<file path="config.mk">
export PLATFORM = sky130hd
export DESIGN_NAME = wpair_stream_tx
export DESIGN_NICKNAME = d
export VERILOG_FILES = /design/src/rtl/wpair_pkg.sv /design/src/rtl/wpair_run_stat.sv /design/src/rtl/wpair_stream_tx.sv
export SDC_FILE = /design/constraint.sdc
export NUM_CORES = 1
export LEC_CHECK = 0
export CORE_ASPECT_RATIO = 0.9
export CORE_UTILIZATION = 31
export DETAILED_ROUTE_END_ITERATION = 16
export GPL_ROUTABILITY_DRIVEN = 0
export PLACE_DENSITY = 0.54
export REMOVE_ABC_BUFFERS = 1
export SYNTH_ARGS = -nofsm -noshare
export SYNTH_HDL_FRONTEND = slang
export SYNTH_HIERARCHICAL = 1
export SYNTH_SLANG_ARGS = --single-unit
export TNS_END_PERCENT = 5
</file>
<file path="constraint.sdc">
create_clock -name Clock -period 4.8 [get_ports Clock]
set_input_delay 0.72 -clock Clock [delete_from_list [all_inputs] [get_ports Clock]]
set_output_delay 0.72 -clock Clock [all_outputs]
set_load 0.1 [all_outputs]
</file>
<file path="src/rtl/wpair_pkg.sv">
// Shared types and constants for the wpair pair-link transmitter.
// Optional equal-run statistics are built when WPAIR_MATCH_STAT_EN is defined.
package wpair_pkg;

    typedef enum logic [1:0] {
        ST_IDLE = 2'd0,
        ST_SEND = 2'd1,
        ST_GAP  = 2'd2
    } state_e;

    localparam logic IDLE_W1 = 1'b0;
    localparam logic IDLE_W2 = 1'b1;

    localparam int GAP_W = 4;

    function automatic int cnt_w(input int pairs);
        return $clog2(pairs) + 1;
    endfunction

endpackage

</file>
<file path="src/rtl/wpair_run_stat.sv">
// Equal-run counter and longest-run tracker over the transmitted pairs.
// Publishes the frame's longest run on the cycle after its last pair.
module wpair_run_stat
    import wpair_pkg::*;
#(
    parameter int CNT_W = 4
) (
    input  logic             Clock,
    input  logic             Resetn,
    input  logic             clear,
    input  logic             valid,
    input  logic             w1,
    input  logic             w2,
    input  logic             last,
    output logic [CNT_W-1:0] match_max
);

    logic [CNT_W-1:0] run_q, run_d;
    logic [CNT_W-1:0] best_q, best_d;
    logic [CNT_W-1:0] max_q, max_d;

    always_comb begin
        run_d  = run_q;
        best_d = best_q;
        max_d  = max_q;
        if (clear) begin
            run_d  = '0;
            best_d = '0;
        end else if (valid) begin
            run_d  = (w1 == w2) ? run_q + CNT_W'(1) : '0;
            best_d = (run_d > best_q) ? run_d : best_q;
            // best_d already includes the last pair of the frame
            if (last) begin
                max_d = best_d;
            end
        end
    end

    always_ff @(posedge Clock or negedge Resetn) begin
        if (!Resetn) begin
            run_q  <= '0;
            best_q <= '0;
            max_q  <= '0;
        end else begin
            run_q  <= run_d;
            best_q <= best_d;
            max_q  <= max_d;
        end
    end

    assign match_max = max_q;

endmodule

</file>
<file path="src/rtl/wpair_stream_tx.sv">
// Serialises a PAIRS-wide (w1, w2) frame LSB first, idling on the unequal pair (0,1).
// Define WPAIR_MATCH_STAT_EN to build the longest equal-run statistic on match_max.
module wpair_stream_tx
    import wpair_pkg::*;
#(
    parameter  int PAIRS = 8,
    parameter  int GAP   = 2,
    localparam int CNT_W = cnt_w(PAIRS)
) (
    input  logic             Clock,
    input  logic             Resetn,
    input  logic             load_valid,
    output logic             load_ready,
    input  logic [PAIRS-1:0] load_w1,
    input  logic [PAIRS-1:0] load_w2,
    output logic             w1,
    output logic             w2,
    output logic             w_valid,
    output logic             busy,
    output logic             done,
    output logic [CNT_W-1:0] match_max
);

    localparam logic [CNT_W-1:0] IDX_LAST = CNT_W'(PAIRS - 1);
    localparam logic [CNT_W-1:0] IDX_PEN  = CNT_W'(PAIRS - 2);
    localparam logic [GAP_W-1:0] GAP_LAST =
        (GAP > 0) ? GAP_W'(GAP - 1) : '0;

    state_e           state_q, state_d;
    logic [CNT_W-1:0] idx_q, idx_d;
    logic [GAP_W-1:0] gap_q, gap_d;
    logic [PAIRS-1:0] sh1_q, sh1_d;
    logic [PAIRS-1:0] sh2_q, sh2_d;
    logic             w1_q, w1_d;
    logic             w2_q, w2_d;
    logic             w_valid_q, w_valid_d;
    logic             done_q, done_d;
    logic             accept;

    assign accept = (state_q == ST_IDLE) && load_valid;

    always_comb begin
        state_d   = state_q;
        idx_d     = idx_q;
        gap_d     = gap_q;
        sh1_d     = sh1_q;
        sh2_d     = sh2_q;
        w1_d      = w1_q;
        w2_d      = w2_q;
        w_valid_d = w_valid_q;
        done_d    = 1'b0;
        unique case (state_q)
            ST_IDLE: begin
                if (accept) begin
                    state_d   = ST_SEND;
                    idx_d     = '0;
                    w1_d      = load_w1[0];
                    w2_d      = load_w2[0];
                    sh1_d     = load_w1 >> 1;
                    sh2_d     = load_w2 >> 1;
                    w_valid_d = 1'b1;
                end
            end
            ST_SEND: begin
                if (idx_q == IDX_LAST) begin
                    idx_d     = '0;
                    w1_d      = IDLE_W1;
                    w2_d      = IDLE_W2;
                    w_valid_d = 1'b0;
                    if (GAP > 0) begin
                        state_d = ST_GAP;
                        gap_d   = GAP_LAST;
                    end else begin
                        state_d = ST_IDLE;
                    end
                end else begin
                    idx_d  = idx_q + CNT_W'(1);
                    w1_d   = sh1_q[0];
                    w2_d   = sh2_q[0];
                    sh1_d  = sh1_q >> 1;
                    sh2_d  = sh2_q >> 1;
                    // done rides with the last pair, not after it
                    done_d = (idx_q == IDX_PEN);
                end
            end
            ST_GAP: begin
                if (gap_q == '0) begin
                    state_d = ST_IDLE;
                end else begin
                    gap_d = gap_q - GAP_W'(1);
                end
            end
            default: begin
                state_d   = ST_IDLE;
                w1_d      = IDLE_W1;
                w2_d      = IDLE_W2;
                w_valid_d = 1'b0;
            end
        endcase
    end

    always_ff @(posedge Clock or negedge Resetn) begin
        if (!Resetn) begin
            state_q   <= ST_IDLE;
            idx_q     <= '0;
            gap_q     <= '0;
            sh1_q     <= '0;
            sh2_q     <= '0;
            w1_q      <= IDLE_W1;
            w2_q      <= IDLE_W2;
            w_valid_q <= 1'b0;
            done_q    <= 1'b0;
        end else begin
            state_q   <= state_d;
            idx_q     <= idx_d;
            gap_q     <= gap_d;
            sh1_q     <= sh1_d;
            sh2_q     <= sh2_d;
            w1_q      <= w1_d;
            w2_q      <= w2_d;
            w_valid_q <= w_valid_d;
            done_q    <= done_d;
        end
    end

    assign load_ready = (state_q == ST_IDLE);
    assign busy       = (state_q != ST_IDLE);
    assign w1         = w1_q;
    assign w2         = w2_q;
    assign w_valid    = w_valid_q;
    assign done       = done_q;

`ifdef WPAIR_MATCH_STAT_EN
    wpair_run_stat #(
        .CNT_W(CNT_W)
    ) u_stat (
        .Clock     (Clock),
        .Resetn    (Resetn),
        .clear     (accept),
        .valid     (w_valid_q),
        .w1        (w1_q),
        .w2        (w2_q),
        .last      (done_q),
        .match_max (match_max)
    );
`else
    assign match_max = '0;
`endif

endmodule

</file>
==> results of run 1 <==
-- registers in the layout (all words and copies together) (netlist names) --
register / flops
sh1_q: 7
w2: 1
idx_q: 4
gap_q: 4
w1: 1
state_q: 2
sh2_q: 7
done: 1
w_valid: 1
-- stage by stage --
| step | setup slack (ns) | cells |
|---|---|---|
| 2_1_floorplan | 1.265 | 117 |
| 3_3_place_gp | 2.141 | 205 |
| 3_5_place_dp | 2.105 | 205 |
| 4_1_cts | 1.784 | 209 |
| 5_1_grt | 1.732 | 209 |
| 6_report | 1.816 | 209 |
-- critical path: stages, from the launching register on --
cell             delay [ns]
dfrtp_1                0.52
nor2_1                 0.28
clkdlybuf4s50_1        1.19
-- kinds of logic (layout without fill, tap and decap cells) --
kind of cell,after synthesis,after routing,synth area share
mux,26,26,0.2197
simple gates,27,27,0.09910
xor+xnor,1,1,0.005781
compound gates,20,20,0.09910
fa+ha+maj,3,3,0.02478
other cells,1,4,0.002475
buf+inv,19,38,0.08588
flops,28,28,0.4633
-- area by class of cell --
| cell class | count | area [um2] | area share |
|---|---|---|---|
| sequential | 28 | 701.9 | 0.3869 |
| multi-input combinational | 81 | 694.4 | 0.3828 |
| timing repair buffer | 26 | 255.2 | 0.1407 |
| tap | 62 | 77.57 | 0.04276 |
| clock buffer | 4 | 55.05 | 0.03034 |
| inverter | 8 | 30.03 | 0.01655 |
-- layer usage --
metal / vias up / part of all wire
met3: 5 / 0.047
li1: 471 / -
met4: 0 / 0.017
met5: - / 0
met2: 29 / 0.46
met1: 472 / 0.47
-- Yosys cell counts, types with 2 or more instances --
cell | count | area share
nand2_1 | 7 | 0.017
nor3_1 | 2 | 0.0066
mux2_4 | 11 | 0.11
inv_1 | 8 | 0.020
clkbuf_1 | 2 | 0.0050
nor2_1 | 3 | 0.0074
buf_6 | 2 | 0.015
nand3_1 | 6 | 0.020
o21ai_0 | 7 | 0.023
mux2_2 | 14 | 0.10
dfrtp_1 | 27 | 0.45
ha_1 | 3 | 0.025
a221oi_1 | 2 | 0.012
nor2b_1 | 2 | 0.0083
buf_4 | 4 | 0.020
-- where the power goes --
part | internal, W | total [W] | switching, W
Combinational | 0.000280 | 0.000612 | 0.000332
Sequential | 0.000331 | 0.000400 | 0.0000695
Clock | 0.0000735 | 0.000147 | 0.0000732
-- how the worst max path moves through the flow --
stage | start | end | slack [ns] | depth (start not counted)
after floorplan | state_q[0] | busy | 1.27 | 2
after global placement | state_q[0] | load_ready | 2.14 | 2
after detailed placement | state_q[0] | load_ready | 2.11 | 2
after CTS | state_q[0] | load_ready | 1.78 | 2
after global routing | state_q[0] | load_ready | 1.73 | 2
final | state_q[0] | load_ready | 1.82 | 2
==> out/metrics.cfg, run 1 <==
[final_layout]
diodes=0
nets=170
layout_commonest_cell=dfrtp_1
areaGrowthSynthToFinish_pct=19.74
final_cell_mix=27 x dfrtp_1, 24 x clkdlybuf4s50_1, 14 x mux2_2, 11 x mux2_4, 8 x inv_1
finish.utilization=0.3965
drive_above_1_share=0.2381
final_cell_area_um2=1814
n_fill_cell=440

[placement]
port_buffers=24
hpwlAfterDp_um=1964
placedInstanceArea_um2=1759

[die]
pin_count=29
dieArea_um2=5172
die_w_um=75.70
rows=23
initial_core_util=0.3311
die-height_um=68.33
core_area_um2=4576

[worst_hold_path]
hold_path_depth=2
hold_start=w2
min_to=w2
hp-class=reg -> reg

[clock_network]
cts_root_buf=clkbuf_8
clock_latency_ns=0.28
cts_setup_buffers=0
h-tree-depth=1
ctsHoldBuffers=0
clockBufferDepth=2
cts_buffers=3
cts-resized-gates=0
path_clk_slew_ns=0.09
cts_tree=done
clock-sinks=28

[sta]
timing.hold.ws_ns=0.5120
rsz0062_at_grt=false
fin_crit_sh=0.6218
tightest_slew_ns=0.9728
tns_ns=0
slew_headroom=0.3494
layout_min_cycle_time_ns=2.984
slew_violations=0
finalHoldViolCount=0
max_freq_mhz=335.1
setup_violations=0
finalClockSkew_ns=0.002908

[synthesis]
synthCells=125
seq_area_frac_synth=0.4633
syn_area_per_cell_um2=12.12
synthArstFlopShare=1.000
synth_edf_count=0
synth.cell_area_um2=1515
synth_cell_types=40
yosys_warnings=6
synth-seq-cells=28
synth_ff_type=dfrtp_1

[critical_path]
reg2reg_from=state_q[0]
r2r_cells=4
path_class=reg -> out
crit_fanout=11
start_kind=flop
crit_path_end_kind=output pin
r2r-end=sh1_q[2]
arrival_ns=2.26
reg2reg_slack_ns=2.69
cp_data_required_time_ns=4.08

[global_routing]
use_met1=0.1567
grt_pass1_vias=1042
grt-ovfl-total=0
use_met2=0.2132
groute.layer.met3.usage=0.03093
grt_first_pass_wirelength_um=4781
busiest_layer=met2
antenna_found_initial=0
grt_max_degree=29
grt_usage=0.1267

[detailed_routing]
detail_route.wl_per_cell_um=12.93
final_antenna_net_count=0
viasPerCell=4.675
wirelength_um=2702
route.detailed.drc=0
drtIter0Drc=35
first_pass_iters=6
via_count=977

[power]
finalPower_w=0.001159
power_density_nw_per_um2=638.7
p_leak_nw=0.8395
ir_worst_vdd_mv=0.2839

[flow_run]
drv_cap=0

[status]
status=complete, no violations

(Power assumes the default switching activity.)
==> run 2: changes to the inputs <==
Settings changed: PLACE_DENSITY 0.54 to 0.56.
Clock period 4.8 ns to 2.69 ns, I/O delays scaled along.
==> run 2 against run 1 <==
Clock skew increased by 0.0011 ns; critical path type is now reg -> reg; total power rose by 79%; combinational power increased by 78%; global-route usage up 0.44 points; clock power is 74% higher; sequential cell count did not move; via count grew 0.10%.
==> out/metrics.cfg, run 2 (synthesis gave the netlist of run 1 again) <==
[final_layout]
diodes=0
layout_commonest_cell=dfrtp_1
final_cell_mix=27 x dfrtp_1, 18 x clkdlybuf4s50_1, 14 x mux2_2, 11 x mux2_4, 9 x buf_4
areaGrowthSynthToFinish_pct=19.24
nets=171
final_cell_area_um2=1807
drive_above_1_share=0.2838
n_fill_cell=442
reg_top3=sh1_q (7), sh2_q (7)

[die]
dieArea_um2=5172
initial_core_util=0.3311
pin_count=29
die_w_um=75.70
die-height_um=68.33
rows=23
core_area_um2=4576

[global_routing]
use_met1=0.1677
groute.layer.met3.usage=0.03976
busiest_layer=met2
grt-ovfl-total=0
grt_max_degree=17
grt_first_pass_wirelength_um=5009
grt_pass1_vias=1046
use_met2=0.2143
grt_usage=0.1311
antenna_found_initial=0

[power]
comb_power_share=0.526
power_switching_w=0.0008548
swShare=0.4130
p_leak_nw=0.8512
p_clk_frac=0.124
finalPower_w=0.002070
p_seq_frac=0.350
power_density_nw_per_um2=1146
ir_worst_vdd_mv=0.5614
intPower_w=0.001215

[sta]
slew_headroom=0.6039
max_freq_mhz=497.2
tightest_slew_ns=0.5923
finalHoldViolCount=0
fin_crit_sh=0.7477
rsz0062_at_grt=false
layout_min_cycle_time_ns=2.011
finalClockSkew_ns=0.004005
setup_violations=0
slew_violations=0

[placement]
hpwlAfterDp_um=2121
port_buffers=24
placedInstanceArea_um2=1752

[clock_network]
cts_root_buf=clkbuf_8
path_clk_slew_ns=0.09
cts-resized-gates=0
cts_tree=done
clock_latency_ns=0.27
cts_buffers=3
clock-sinks=28
ctsHoldBuffers=0
h-tree-depth=1
clockBufferDepth=2
cts_setup_buffers=0

[detailed_routing]
final_antenna_net_count=0
detail_route.wl_per_cell_um=13.51
first_pass_iters=4
route.detailed.drc=0
via_count=978
wirelength_um=2838
drtIter0Drc=37
viasPerCell=4.657

[critical_path]
start_kind=flop
crit_fanout=15
crit_path_end_kind=flop
cp_data_required_time_ns=2.85
arrival_ns=2.17
path_class=reg -> reg

[flow_run]
drv_cap=0

[worst_hold_path]
hp-class=in -> async

[status]
status=complete, no violations

-- run 2: cell type report --
class	count	area, um2	share of cell area
Sequential cell	28	701.9	0.3885
Multi-Input combinational cell	81	694.4	0.3843
Timing Repair Buffer	27	247.7	0.1371
Tap cell	62	77.57	0.04294
Clock buffer	4	55.05	0.03047
Inverter	8	30.03	0.01662
-- run 2: path summary, 6_finish.rpt --
path	startpoint	end	slack (ns)	cells after the start
max	idx_q[0]	sh2_q[4]	0.68	4
min in group Clock	gap_q[3]	gap_q[3]	0.50	1
min reg2reg	gap_q[3]	gap_q[3]	0.50	1
min	Resetn	gap_q[1]	0.50	1
max reg2reg	idx_q[0]	sh2_q[4]	0.68	4
max in group asynchronous	Resetn	sh1_q[0]	1.54	2
-- run 2: critical path, stage by stage (launching register included) --
cell and delay, ns:
dfrtp_1 0.44, ha_1 0.25, and3b_1 0.29, a21oi_4 0.52, mux2_2 0.40
-- run 2: stage by stage --
step | setup TNS [ns] | hold WS (ns) | setup slack [ns] | cells | util
CTS | 0 | 0.4964 | 0.6620 | 210 | 0.3949
global route | 0 | 0.5213 | 0.5486 | 210 | 0.3949
global placement | 0 | 0.4747 | 0.6182 | 206 | 0.3828
finish | 0 | 0.4963 | 0.6788 | 210 | 0.3949
floorplan | -0.5282 | 0.1079 | -0.5282 | 117 | -
detailed placement | 0 | 0.4823 | 0.6001 | 206 | 0.3828
-- run 2: power by group through the flow --
stage               Clock (W)  Combinational, W  Sequential, W
floorplan                   0          0.000698       0.000877
global placement            0           0.00107       0.000722
detailed placement          0           0.00109       0.000731
CTS                  0.000271           0.00110       0.000721
global route         0.000288           0.00117       0.000747
finish               0.000256           0.00109       0.000724
-- run 2: per-layer routing --
layer,wire length [um],vias up
li1,-,475
met1,1302,478
met2,1370,21
met3,130,4
met4,34,0
met5,0,-
